===== src/rtl/vram_arb_pkg.sv =====
// Shared types and default sizes for the VRAM time-division arbiter.
package vram_arb_pkg;

    localparam int unsigned SlotLenDefault = 8;
    localparam int unsigned AddrWDefault   = 16;
    localparam int unsigned DataWDefault   = 8;

    typedef enum logic [1:0] {
        StIdle,
        StVdpRd,
        StCpuRd,
        StCpuWr
    } arb_state_e;

    // Owner of the access in flight; steers ram_rdata one cycle later.
    typedef enum logic [1:0] {
        TagNone,
        TagVdp,
        TagCpu
    } ret_tag_e;

endpackage


===== src/rtl/vram_slot_phase.sv =====
// Slot phase counter aligned to the VDP character period; vdp_sync realigns it to dot 0.
module vram_slot_phase
    import vram_arb_pkg::*;
#(
    parameter int unsigned SLOT_LEN = SlotLenDefault
) (
    input  logic                        clk,
    input  logic                        reset,
    input  logic                        vdp_sync,
    output logic [$clog2(SLOT_LEN)-1:0] phase,
    output logic                        vdp_grant_next
);

    localparam int unsigned PhaseW = $clog2(SLOT_LEN);
    localparam logic [PhaseW-1:0] LastPhase  = PhaseW'(SLOT_LEN - 1);
    localparam logic [PhaseW-1:0] GrantPhase = PhaseW'(SLOT_LEN - 2);

    logic [PhaseW-1:0] phase_q;
    logic [PhaseW-1:0] phase_d;

    always_comb begin
        if (vdp_sync || (phase_q == LastPhase)) begin
            phase_d = '0;
        end else begin
            phase_d = phase_q + PhaseW'(1);
        end
    end

    always_ff @(posedge clk) begin
        if (reset) begin
            phase_q <= '0;
        end else begin
            phase_q <= phase_d;
        end
    end

    assign phase          = phase_q;
    assign vdp_grant_next = (phase_q == GrantPhase);

endmodule


===== src/rtl/vram_arbiter.sv =====
// Single-port VRAM arbiter: one reserved VDP read per slot, remaining cycles serve the CPU.
// Define VRAM_ARB_BLANK_FREE_EN to add vdp_visible and hand the VDP slot to the CPU in blanking.
module vram_arbiter
    import vram_arb_pkg::*;
#(
    parameter int unsigned SLOT_LEN = SlotLenDefault,
    parameter int unsigned ADDR_W   = AddrWDefault,
    parameter int unsigned DATA_W   = DataWDefault
) (
    input  logic              clk,
    input  logic              reset,
    input  logic              vdp_sync,
    input  logic [ADDR_W-1:0] vdp_addr,
`ifdef VRAM_ARB_BLANK_FREE_EN
    input  logic              vdp_visible,
`endif
    output logic [DATA_W-1:0] vdp_data,
    input  logic              cpu_req,
    input  logic              cpu_we,
    input  logic [ADDR_W-1:0] cpu_addr,
    input  logic [DATA_W-1:0] cpu_wdata,
    output logic              cpu_ack,
    output logic [DATA_W-1:0] cpu_rdata,
    output logic [ADDR_W-1:0] ram_addr,
    output logic              ram_we,
    output logic [DATA_W-1:0] ram_wdata,
    input  logic [DATA_W-1:0] ram_rdata
);

    localparam int unsigned PhaseW = $clog2(SLOT_LEN);

    logic [PhaseW-1:0] phase;
    logic              vdp_grant_next;
    logic              vdp_grant;
    logic              cpu_accept;

    arb_state_e        state_q, state_d;
    ret_tag_e          tag_q, tag_d;
    logic              busy_q, busy_d;
    logic              ack_q;
    logic [DATA_W-1:0] vdp_data_q;
    logic [DATA_W-1:0] cpu_rdata_q;
    logic [ADDR_W-1:0] lat_addr_q;
    logic [DATA_W-1:0] lat_wdata_q;

    vram_slot_phase #(
        .SLOT_LEN(SLOT_LEN)
    ) u_slot_phase (
        .clk           (clk),
        .reset         (reset),
        .vdp_sync      (vdp_sync),
        .phase         (phase),
        .vdp_grant_next(vdp_grant_next)
    );

`ifdef VRAM_ARB_BLANK_FREE_EN
    assign vdp_grant = vdp_grant_next && vdp_visible;
`else
    assign vdp_grant = vdp_grant_next;
`endif

    assign cpu_accept = cpu_req && !busy_q && !vdp_grant;

    always_ff @(posedge clk) begin
        if (reset) begin
            state_q <= StIdle;
        end else begin
            state_q <= state_d;
        end
    end

    always_comb begin
        state_d = StIdle;
        if (vdp_grant) begin
            state_d = StVdpRd;
        end else if (cpu_accept) begin
            state_d = cpu_we ? StCpuWr : StCpuRd;
        end
        // Busy spans accept through the ack cycle, so a held req is not re-accepted early.
        busy_d = busy_q;
        if (cpu_accept) begin
            busy_d = 1'b1;
        end else if (ack_q) begin
            busy_d = 1'b0;
        end
    end

    always_comb begin
        ram_addr  = lat_addr_q;
        ram_we    = 1'b0;
        ram_wdata = lat_wdata_q;
        tag_d     = TagNone;
        unique case (state_q)
            StIdle: begin
            end
            StVdpRd: begin
                ram_addr = vdp_addr;
                tag_d    = TagVdp;
            end
            StCpuRd: begin
                tag_d = TagCpu;
            end
            StCpuWr: begin
                ram_we = 1'b1;
            end
            default: begin
            end
        endcase
    end

    always_ff @(posedge clk) begin
        if (reset) begin
            busy_q      <= 1'b0;
            ack_q       <= 1'b0;
            tag_q       <= TagNone;
            vdp_data_q  <= '0;
            cpu_rdata_q <= '0;
            lat_addr_q  <= '0;
            lat_wdata_q <= '0;
        end else begin
            busy_q <= busy_d;
            tag_q  <= tag_d;
            ack_q  <= (state_q == StCpuWr) || (tag_q == TagCpu);
            if (cpu_accept) begin
                lat_addr_q  <= cpu_addr;
                lat_wdata_q <= cpu_wdata;
            end
            if (tag_q == TagVdp) begin
                vdp_data_q <= ram_rdata;
            end
            if (tag_q == TagCpu) begin
                cpu_rdata_q <= ram_rdata;
            end
        end
    end

    assign vdp_data  = vdp_data_q;
    assign cpu_ack   = ack_q;
    assign cpu_rdata = cpu_rdata_q;

    // Outside a sync realign, the VDP read must land on the last dot of the slot.
    assert property (@(posedge clk) disable iff (reset)
        ((state_q == StVdpRd) && !$past(vdp_sync)) |-> (phase == PhaseW'(SLOT_LEN - 1)));

endmodule


===== config.mk =====
export PLATFORM = sky130hd
export DESIGN_NAME = vram_arbiter
export DESIGN_NICKNAME = d
export VERILOG_FILES = /design/src/rtl/vram_arb_pkg.sv /design/src/rtl/vram_slot_phase.sv /design/src/rtl/vram_arbiter.sv
export SDC_FILE = /design/constraint.sdc
export NUM_CORES = 1
export LEC_CHECK = 0
export BUFFER_PORTS_ARGS = -buffer_cell sky130_fd_sc_hd__buf_2
export CAP_MARGIN = 20
export CORE_UTILIZATION = 35
export CTS_CLUSTER_SIZE = 8
export DETAILED_ROUTE_END_ITERATION = 7
export SLEW_MARGIN = 20
export SYNTH_ARGS = -nofsm -noshare
export SYNTH_HDL_FRONTEND = slang
export SYNTH_HIERARCHICAL = 1
export SYNTH_SLANG_ARGS = --single-unit

===== constraint.sdc =====
create_clock -name clk -period 2.9 [get_ports clk]
set_clock_uncertainty 0.2 [all_clocks]
set_input_delay 0 -clock clk [delete_from_list [all_inputs] [get_ports clk]]
set_output_delay 0 -clock clk [all_outputs]
set_load 0.02 [all_outputs]

Yosys cells after proc, flatten, opt, wreduce, memory -nomap -nowiden
Index checks and enable logic that the tools add are counted.

Bits in registers: 49. Input bits: 53. Output and inout bits: 42. Logic and storage cells: 36.

Add/sub/neg operators: 1. Equality and inequality tests: 7. Multiplexer cells: 8. Bitwise gates (word level): 1. Reductions and logical operators: 9.

Operator list (count): $mux 16 (1); $eq 2x2->1 const B (3); $eq 3x3->1 const B (2); $mux 1 (6); $eq 2x1->1 const B (2); $pmux 2 s2 (1); $add 3x1->3 const B (1); $reduce_or 3->1 (1); $logic_and 1x1->1 (2); $logic_not 1->1 (2); $logic_or 1x1->1 (2); $reduce_bool 2->1 (1); $reduce_or 2->1 (1); $not 1->1 (1).

Longest topological paths before layout
Gate-level depths: netlist of run 1.

Word-level depth: 5. Depth in mapped cells: 8. Depth with buffers taken out: 6.

Cells and area by module
Netlist of run 1, hierarchy kept.

Modules (own cells, without submodules): vram_arbiter (instances 1, cells each 206, area each 1799.2 um2, sequential area each 920.9 um2); vram_slot_phase (instances 1, cells each 11, area each 135.1 um2, sequential area each 60.1 um2).

Worst setup path after synthesis of run 1
No wires, ideal clock.

Path type: register -> register. From: register u_slot_phase.phase_q[0] (netlist: u_slot_phase/phase[0]). To: register lat_addr_q[10]. Setup time: 0.132 ns. Data arrival time: 1.446 ns. Data required time: 2.568 ns. Slack: 1.121 ns. Stages on the path, launching flop included: 9. Buffers on the path: 2. Period minus slack after synthesis: 1.779 ns. Path through: dfxtp_1 -> inv_1 -> ha_1 -> and2_1 -> or3b_1 -> buf_2 -> buf_6 -> nand2_1 -> a21oi_1.

Longest elaborated chain between the ends: 3.

RTL lines: start: declaration (line vram_slot_phase.sv:18) `logic [PhaseW-1:0] phase_q;`; start signal: assignment (line vram_slot_phase.sv:33) `phase_q <= phase_d;`; $eq 3x3->1 (line vram_slot_phase.sv:38) `assign vdp_grant_next = (phase_q == GrantPhase);`; via vdp_grant (line vram_arbiter.sv:34) `logic vdp_grant;`; $logic_not 1->1 (line vram_arbiter.sv:62) `assign cpu_accept = cpu_req && !busy_q && !vdp_grant;`; $logic_and 1x1->1 (line vram_arbiter.sv:62); end signal: assignment (line vram_arbiter.sv:125) `lat_addr_q <= cpu_addr;`; end: declaration (line vram_arbiter.sv:43) `logic [ADDR_W-1:0] lat_addr_q;`.

The timed path passes the listed nets, and every way through them passes these cells. A chain may end at the register's enable or synchronous reset.

Worst setup path in the final report of run 1
From: register u_slot_phase.phase_q[0] (netlist: u_slot_phase/phase[0]). To: register lat_addr_q[12].

Same word-level chain as after synthesis.

==> results of run 1 <==
[metrics by stage]
step,setup slack [ps],area (µm²)
after floorplan,1120,1930
after global placement,788,2430
after detailed placement,761,2430
after CTS,755,2880
after global routing,576,2880
final,780,2880
[final cells by class]
cell class / count / share of cell area
clock buffers: 5 / 0.0239
clock inverters: 2 / 0.0122
inverters: 2 / 0.00260
multi-input cells: 151 / 0.301
flip-flops and latches: 49 / 0.340
well taps: 70 / 0.0304
repair buffers: 131 / 0.290
[cell families (layout without fill, tap and decap cells)]
| logic type | after synthesis | count (layout) | synth area share |
|---|---|---|---|
| muxes | 24 | 24 | 0.135 |
| adders and majority gates | 3 | 3 | 0.0194 |
| DFF | 49 | 49 | 0.507 |
| buffers and inverters | 17 | 140 | 0.0459 |
| and+or+nand+nor | 90 | 90 | 0.202 |
| AOI/OAI and AO/OA | 34 | 34 | 0.0906 |
[power by group]
part           internal (mW)  switching (mW)
sequential             0.703          0.0160
clock                  0.251           0.217
combinational          0.115           0.122
total                   1.07           0.355
[final timing paths]
path	from	to	slack, ps	cells past startpoint
hold reg to reg	state_q[0]$_SDFF_PP0_	tag_q[1]$_SDFF_PP0_	240	1
setup / recovery	u_slot_phase/phase[0]$_SDFF_PP0_	lat_addr_q[12]$_SDFFE_PP0P_	780	6
setup reg to reg	u_slot_phase/phase[0]$_SDFF_PP0_	lat_addr_q[12]$_SDFFE_PP0P_	780	6
hold / removal	reset	vdp_data[7]$_SDFFE_PP0N_	120	2
[worst register-to-register path, stage by stage (launching register included)]
cell and delay [ps]:
dfxtp_1 360, inv_1 50, ha_1 180, and2_1 180
or3b_1 730, nand2_1 200, a21oi_1 80
[cells in the final DEF, fill, tap and decap left out, drive strengths merged]
cell type and instances:
nor2 12, buf 96, inv 2, nand2 64, a31oi 1, nor3b 2, clkinv 1, mux2i 8
nand2b 3, ha 3, and2 2, nor2b 3, nor4b 1, a21oi 33, or3b 1, dfxtp 49
clkbuf 5, mux2 16, nor4 2, dlygate4sd3 35, bufinv 1
[synthesized netlist by cell type (all sizes together)]
master / instances / area share
nand2: 64 / 0.12
dfxtp: 49 / 0.51
a21oi: 33 / 0.087
mux2: 16 / 0.093
nor2: 12 / 0.023
buf: 9 / 0.030
mux2i: 8 / 0.041
clkbuf: 6 / 0.012
ha: 3 / 0.019
nand2b: 3 / 0.0097
nor2b: 3 / 0.0097
and2: 2 / 0.0065
inv: 2 / 0.0039
nor3b: 2 / 0.010
nor4: 2 / 0.0065
a31oi: 1 / 0.0032
nor4b: 1 / 0.0078
or3b: 1 / 0.0045
[registers in the layout, summed over array words and instances, names as in the netlist]
register and flops:
busy_q 1, cpu_ack 1, cpu_rdata 8, lat_addr_q 16, ram_wdata 8, state_q 2, tag_q 2, u_slot_phase/phase 3
vdp_data 8
[metal layers]
| layer | track usage | up-vias | wire [µm] |
|---|---|---|---|
| met4 | 0.0346 | 0 | 23 |
| met1 | 0.192 | 831 | 2110 |
| met2 | 0.287 | 60 | 2200 |
| li1 | - | 950 | - |
| met3 | 0.0539 | 4 | 264 |
| met5 | 0 | - | 0 |
==> flow_summary.ini, run 1 <==
[run_status]
status = complete, no violations

[clocking]
cts_resized = 0
postCtsSetupBuffers = 0
cts_inserted_buffers = 5
cts_tree = built
cts-root-buf = clkbuf_8
cts_buffer_depth = 2
clock-sinks = 49
holdBufCountCts = 35
clk-insertion-delay-late_ps = 290
clk_pin_slew_ps = 90
htreeDepth = 2

[critical_path]
required_ps = 2840
crit_buf_inv = 1
worstPathMaxFanout = 26
cpPeakStageDelay_ps = 730
crit_path_cell_trace = inv_1, ha_1, and2_1, or3b_1, nand2_1, a21oi_1
crit_family = simple AND/OR/NAND/NOR gates
cp-end-kind = flip-flop
critPathKind = flip-flop to flip-flop
start_kind = flip-flop
cp_slowest_cell = or3b_1
cp_data_arrival_time_ps = 2060

[final_layout]
regArea_um2 = 981
layout-drive-gt1-share = 0.362
nets = 396
fillers = 487
diodes = 0
multiInputGateArea_um2 = 867
final_cells = 410
utilization = 0.554
syn2layout_area_growth_pct = 49.0

[pwr]
ir_worst_vdd_mv = 0.312
p_leak_nw = 1.40
p_total_mw = 1.42
power_density_mw_per_mm2 = 494

[floorplanning]
io_pins = 95
start_util = 0.372
coreArea_mm2 = 0.00520
die_height_um = 76.3
num_rows = 26
die_w_um = 76.3
die-area_mm2 = 0.00583

[logic_synthesis]
ys_types = 23
syn_inst = 217
synth_nets = 273
synthesis.area_mm2 = 0.00193
yosys_warnings = 6
ys_ff_latch = 49
avgSynthCellArea_um2 = 8.91
synth_seq_area_share = 0.507

[global_routing]
grt_pass1_wl_mm = 7.75
antenna_found_initial = 0
gr-total-overflow = 0
grtUsageTotal = 0.163
grt_start_max_net_pins = 50
first_global_vias = 1762

[drt]
routed_wl_mm = 4.60
routed_via_density = 4.50
drt_iter0_markers = 37
drc = 0
antenna_left = 0
via_count = 1845
wl_per_cell_um = 11.2
first_pass_iters = 4

[hold_path]
hp-class = primary input to flip-flop

[sta]
max_freq_mhz = 472
rsz0062_at_grt = no
slew_viol_final = 0
whs_ps = 121
max_slew_margin = 0.391
min_period_ps = 2120
tns_ps = 0
fin_crit_sh = 0.731
worstMarginPinSlew_ps = 913
finalHoldViolCount = 0
setup_viol = 0

[place]
dp_hpwl_mm = 2.90
dp.cells = 368
numPortBuffers = 94
gp_congestion = 0.674

[run]
max-cap-violations = 0
Power figures use the tool's default switching activity.
==> run 2: changes to the inputs <==
--- a/config.mk
+++ b/config.mk
@@ -5,6 +5,7 @@
 export SDC_FILE = /design/constraint.sdc
 export NUM_CORES = 1
 export LEC_CHECK = 0
+export ABC_AREA = 1
 export BUFFER_PORTS_ARGS = -buffer_cell sky130_fd_sc_hd__buf_2
 export CAP_MARGIN = 20
 export CORE_UTILIZATION = 35
==> constraint.sdc (replaced) <==
create_clock -name clk -period 2.05 [get_ports clk]
set_clock_uncertainty 0.2 [all_clocks]
set_input_delay 0 -clock clk [delete_from_list [all_inputs] [get_ports clk]]
set_output_delay 0 -clock clk [all_outputs]
set_load 0.02 [all_outputs]
==> flow_summary.ini, run 2 <==
[clocking]
clk-insertion-delay-late_ps = 300
htreeDepth = 2
cts_inserted_buffers = 5
cts_tree = built
cts_resized = 0
clk_pin_slew_ps = 80
cts-root-buf = clkbuf_8
clock-sinks = 49
cts_buffer_depth = 2

[critical_path]
required_ps = 1850
cp_slowest_cell = nand2_2
cp_data_arrival_time_ps = 1580
crit_family = simple AND/OR/NAND/NOR gates
start_kind = flip-flop
cp-end-kind = output port
crit_path_cell_trace = inv_1, nand2_2, nor2_1, a21oi_1, buf_2
crit_buf_inv = 2
worstPathMaxFanout = 33
critPathKind = flip-flop to output port
cpPeakStageDelay_ps = 430

[pwr]
p_total_mw = 2.03
power_density_mw_per_mm2 = 684
p_leak_nw = 1.59
ir_worst_vdd_mv = 0.239

[place]
dp_hpwl_mm = 3.16
numPortBuffers = 94
gp_congestion = 0.705
dp_worst_setup_slack_ps = 337

[drt]
drc = 0
first_pass_iters = 4
routed_via_density = 4.22
wl_per_cell_um = 9.71
antenna_left = 0
routed_wl_mm = 4.80
via_count = 2083
drt_iter0_markers = 81

[global_routing]
grt_start_max_net_pins = 51
grt_pass1_wl_mm = 7.41
gr-total-overflow = 0
first_global_vias = 1776
antenna_found_initial = 0
grtUsageTotal = 0.153

[logic_synthesis]
synth_nets = 352
yosys.area.top_type = dfxtp_1
yosysMostFrequentCell = nor2_1
ys_ff_latch = 49
synthesis.area_mm2 = 0.00207
yosys_warnings = 6
ys_types = 18
avgSynthCellArea_um2 = 7.00
async_reset_ff_frac = 0
synth_seq_area_share = 0.473
yosys-top-cells-count = 103 x nor2_1, 53 x nand2_1, 49 x dfxtp_1
ys_top_cells_by_area = dfxtp_1 47%, nor2_1 19%, nand2_1 9.6%
synth_edf_count = 0
syn_inst = 296
synth.top_cell.area_share = 0.473
synthFlopType = dfxtp_1

[final_layout]
nets = 478
largest_register_ffs = 16
diodes = 0
syn2layout_area_growth_pct = 43.5
final_cell_mix = 103 x nor2_1, 94 x buf_2, 53 x nand2_1
regMostFlops = lat_addr_q
final_common_cell = nor2_1
layout-drive-gt1-share = 0.265

[sta]
setup_viol = 0
slew_viol_final = 0
worstMarginPinSlew_ps = 609
rsz0062_at_grt = no
min_period_ps = 1780
tns_ps = 0
finalHoldViolCount = 0
max_freq_mhz = 561
max_slew_margin = 0.594
fin_ws_ps = 269
fin_crit_sh = 0.869

[floorplanning]
start_util = 0.369
io_pins = 95
coreArea_mm2 = 0.00561
die_height_um = 78.9
die-area_mm2 = 0.00623
die_w_um = 78.9
num_rows = 27

[hold_path]
hp-class = primary input to flip-flop

[run]
max-cap-violations = 0

[run_status]
status = complete, no violations
run 2: final cells by class:
| type | count | area (µm²) |
|---|---|---|
| Fill cell | 583 | 2640 |
| Sequential cell | 49 | 981 |
| Multi-Input combinational cell | 198 | 838 |
| Timing Repair Buffer | 131 | 838 |
| Inverter | 37 | 139 |
| Tap cell | 72 | 90.1 |
| Clock buffer | 7 | 86.3 |
run 2: per-layer routing:
layer  share of wire  GRT usage  up-vias
li1                -          -     1131
met1            0.44      0.157      895
met2            0.50      0.288       48
met3           0.037     0.0264        9
met4           0.021     0.0891        0
met5               0          0        -
run 2: cells by family after synthesis:
kind of cell,Yosys count,share of synthesized area
AOI/OAI and AO/OA,35,0.0870
and+or+nand+nor,160,0.300
adders and majority gates,3,0.0181
buffers and inverters,49,0.122
DFF,49,0.473
run 2: repair_timing:
| item | CTS | global route |
|---|---|---|
| hold buffers | 36 | 0 |
| setup buffers | 0 | 0 |
| hold endpoints to repair | 49 | 0 |
| endpoints found under the setup margin | 0 | 0 |
run 2: where the power goes:
part / total, mW / switching (mW) / internal [mW]
sequential: 1.03 / 0.0221 / 1.01
combinational: 0.436 / 0.249 / 0.187
clock: 0.564 / 0.296 / 0.268
run 2: worst paths after layout:
path | depth (start not counted) | slack (ps) | from | endpoint
setup / recovery | 5 | 270 | state_q[1]$_SDFF_PP0_ | ram_addr[1]
hold / removal | 4 | 110 | cpu_req | state_q[1]$_SDFF_PP0_
hold reg to reg | 1 | 250 | u_slot_phase/phase[0]$_SDFF_PP0_ | u_slot_phase/phase[0]$_SDFF_PP0_
setup reg to reg | 7 | 300 | u_slot_phase/phase[0]$_SDFF_PP0_ | state_q[0]$_SDFF_PP0_
run 2: per-stage QoR:
stage	std cells	utilization	cell area, µm²	hold slack (ps)
after global placement	451	0.450	2530	20.8
after floorplan	296	-	2070	-138
after detailed placement	451	0.450	2530	27.5
after global routing	494	0.530	2970	170
final	494	0.530	2970	105
after CTS	494	0.530	2970	108
run 2: tightest hold or removal path: cells and delay by family:
kind,cells,cell delay (ps)
AND/OR/NAND/NOR,2,200
buffers and inverters,2,370
==> run 3: changes to the inputs <==
--- a/config.mk
+++ b/config.mk
@@ -5,12 +5,11 @@
 export SDC_FILE = /design/constraint.sdc
 export NUM_CORES = 1
 export LEC_CHECK = 0
-export ABC_AREA = 1
 export BUFFER_PORTS_ARGS = -buffer_cell sky130_fd_sc_hd__buf_2
-export CAP_MARGIN = 20
-export CORE_UTILIZATION = 35
+export CORE_UTILIZATION = 38
 export CTS_CLUSTER_SIZE = 8
 export DETAILED_ROUTE_END_ITERATION = 7
+export PLACE_DENSITY = 0.68
 export SLEW_MARGIN = 20
 export SYNTH_ARGS = -nofsm -noshare
 export SYNTH_HDL_FRONTEND = slang
==> flow_summary.ini, run 3 (same netlist as run 1, synthesis figures left out) <==
[floorplanning]
num_rows = 25
io_pins = 95
start_util = 0.402
die-area_mm2 = 0.00538
die_height_um = 73.3
die_w_um = 73.3
coreArea_mm2 = 0.00482

[final_layout]
regMostFlops = lat_addr_q
diodes = 0
final_common_cell = buf_2
nets = 401
syn2layout_area_growth_pct = 50.8
fillers = 439
largest_register_ffs = 16
fin_area_mm2 = 0.00292
final_cell_mix = 94 x buf_2, 64 x nand2_1, 49 x dfxtp_1
layout-drive-gt1-share = 0.370

[global_routing]
grt_start_max_net_pins = 27
grtUsageTotal = 0.178
gr-total-overflow = 0
antenna_found_initial = 0
grt_pass1_wl_mm = 7.30
first_global_vias = 1714

[sta]
rsz0062_at_grt = no
fin_crit_sh = 0.923
max_freq_mhz = 529
slew_viol_final = 0
max_slew_margin = 0.575
worstMarginPinSlew_ps = 636
fin_ws_ps = 159
min_period_ps = 1890
finalHoldViolCount = 0
setup_viol = 0
tns_ps = 0

[drt]
antenna_left = 0
wl_per_cell_um = 11.1
drt_iter0_markers = 71
routed_via_density = 4.45
drc = 0
routed_wl_mm = 4.59
via_count = 1837
first_pass_iters = 4

[pwr]
p_total_mw = 1.96
ir_worst_vdd_mv = 0.463
internal_power_mw = 1.47
p_sw_uw = 491
p_sw_frac = 0.250
p_leak_nw = 1.42
p_comb_frac = 0.174
clkPwrFrac = 0.307
seq_power_share = 0.519
power_density_mw_per_mm2 = 672

[place]
dp_worst_setup_slack_ps = 222
gp_congestion = 0.680
placed_cell_area_mm2 = 0.00245
numPortBuffers = 94
dp_hpwl_mm = 2.99

[clocking]
cts_inserted_buffers = 5
holdBufCountCts = 36
cts_tree = built
cts-root-buf = clkbuf_8
htreeDepth = 2
clk-insertion-delay-late_ps = 290
clk_pin_slew_ps = 80
clock-sinks = 49
cts_resized = 0
cts_buffer_depth = 2
postCtsSetupBuffers = 0

[critical_path]
required_ps = 1850
crit_buf_inv = 2
crit_path_cell_trace = nor2b_2, buf_4, mux2_2, buf_2
cp-end-kind = output port
cpPeakStageDelay_ps = 340
worstPathMaxFanout = 7
start_kind = flip-flop
cp_data_arrival_time_ps = 1690
cp_slowest_cell = dfxtp_1
critPathKind = flip-flop to output port
crit_family = buffers and inverters

[run]
max-cap-violations = 0

[hold_path]
hp-class = primary input to output port

[run_status]
status = complete, no violations
## run 3: final timing paths
path	startpoint	end	slack (ps)	depth (start not counted)
worst min register to register	state_q[0]$_SDFF_PP0_	tag_q[1]$_SDFF_PP0_	240	1
worst max-delay path	state_q[0]$_SDFF_PP0_	ram_addr[4]	160	4
worst min-delay path	vdp_addr[2]	ram_addr[2]	140	3
worst max register to register	u_slot_phase/phase[0]$_SDFF_PP0_	state_q[0]$_SDFF_PP0_	210	6
## run 3: power groups by stage
stage | Sequential [mW] | Clock, mW | Combinational, mW
4_1_cts | 1.02 | 0.624 | 0.342
5_1_grt | 1.02 | 0.660 | 0.375
3_3_place_gp | 1.04 | 0 | 0.284
2_1_floorplan | 1.06 | 0 | 0.161
6_report | 1.02 | 0.601 | 0.341
3_5_place_dp | 1.04 | 0 | 0.289
## run 3: tightest hold or removal path, stage by stage
cell and delay [ps]:
buf_2 70, mux2_2 120, buf_2 150
## run 3: cell type report
type / instances / area, µm² / share of cell area
clock buffer: 7 / 96.3 / 0.0330
timing repair buffer: 136 / 876 / 0.300
inverter: 2 / 7.51 / 0.00257
sequential: 49 / 981 / 0.336
clock inverter: 1 / 5.00 / 0.00172
tap: 67 / 83.8 / 0.0287
multi-input combinational: 151 / 867 / 0.297
## run 3: layer usage
| metal | global-route usage | vias up | wire length [µm] |
|---|---|---|---|
| met3 | 0.0398 | 6 | 209 |
| met1 | 0.199 | 806 | 2010 |
| met2 | 0.320 | 61 | 2320 |
| met5 | 0 | - | 0 |
| met4 | 0.0812 | 0 | 59 |
| li1 | - | 964 | - |
## run 3: per-stage QoR
step,instances,utilization,hold slack [ps]
3_5_place_dp,369,0.510,13.1
3_3_place_gp,369,0.510,13.0
6_report,413,0.605,141
2_1_floorplan,217,-,-128
4_1_cts,413,0.605,141
5_1_grt,413,0.605,150
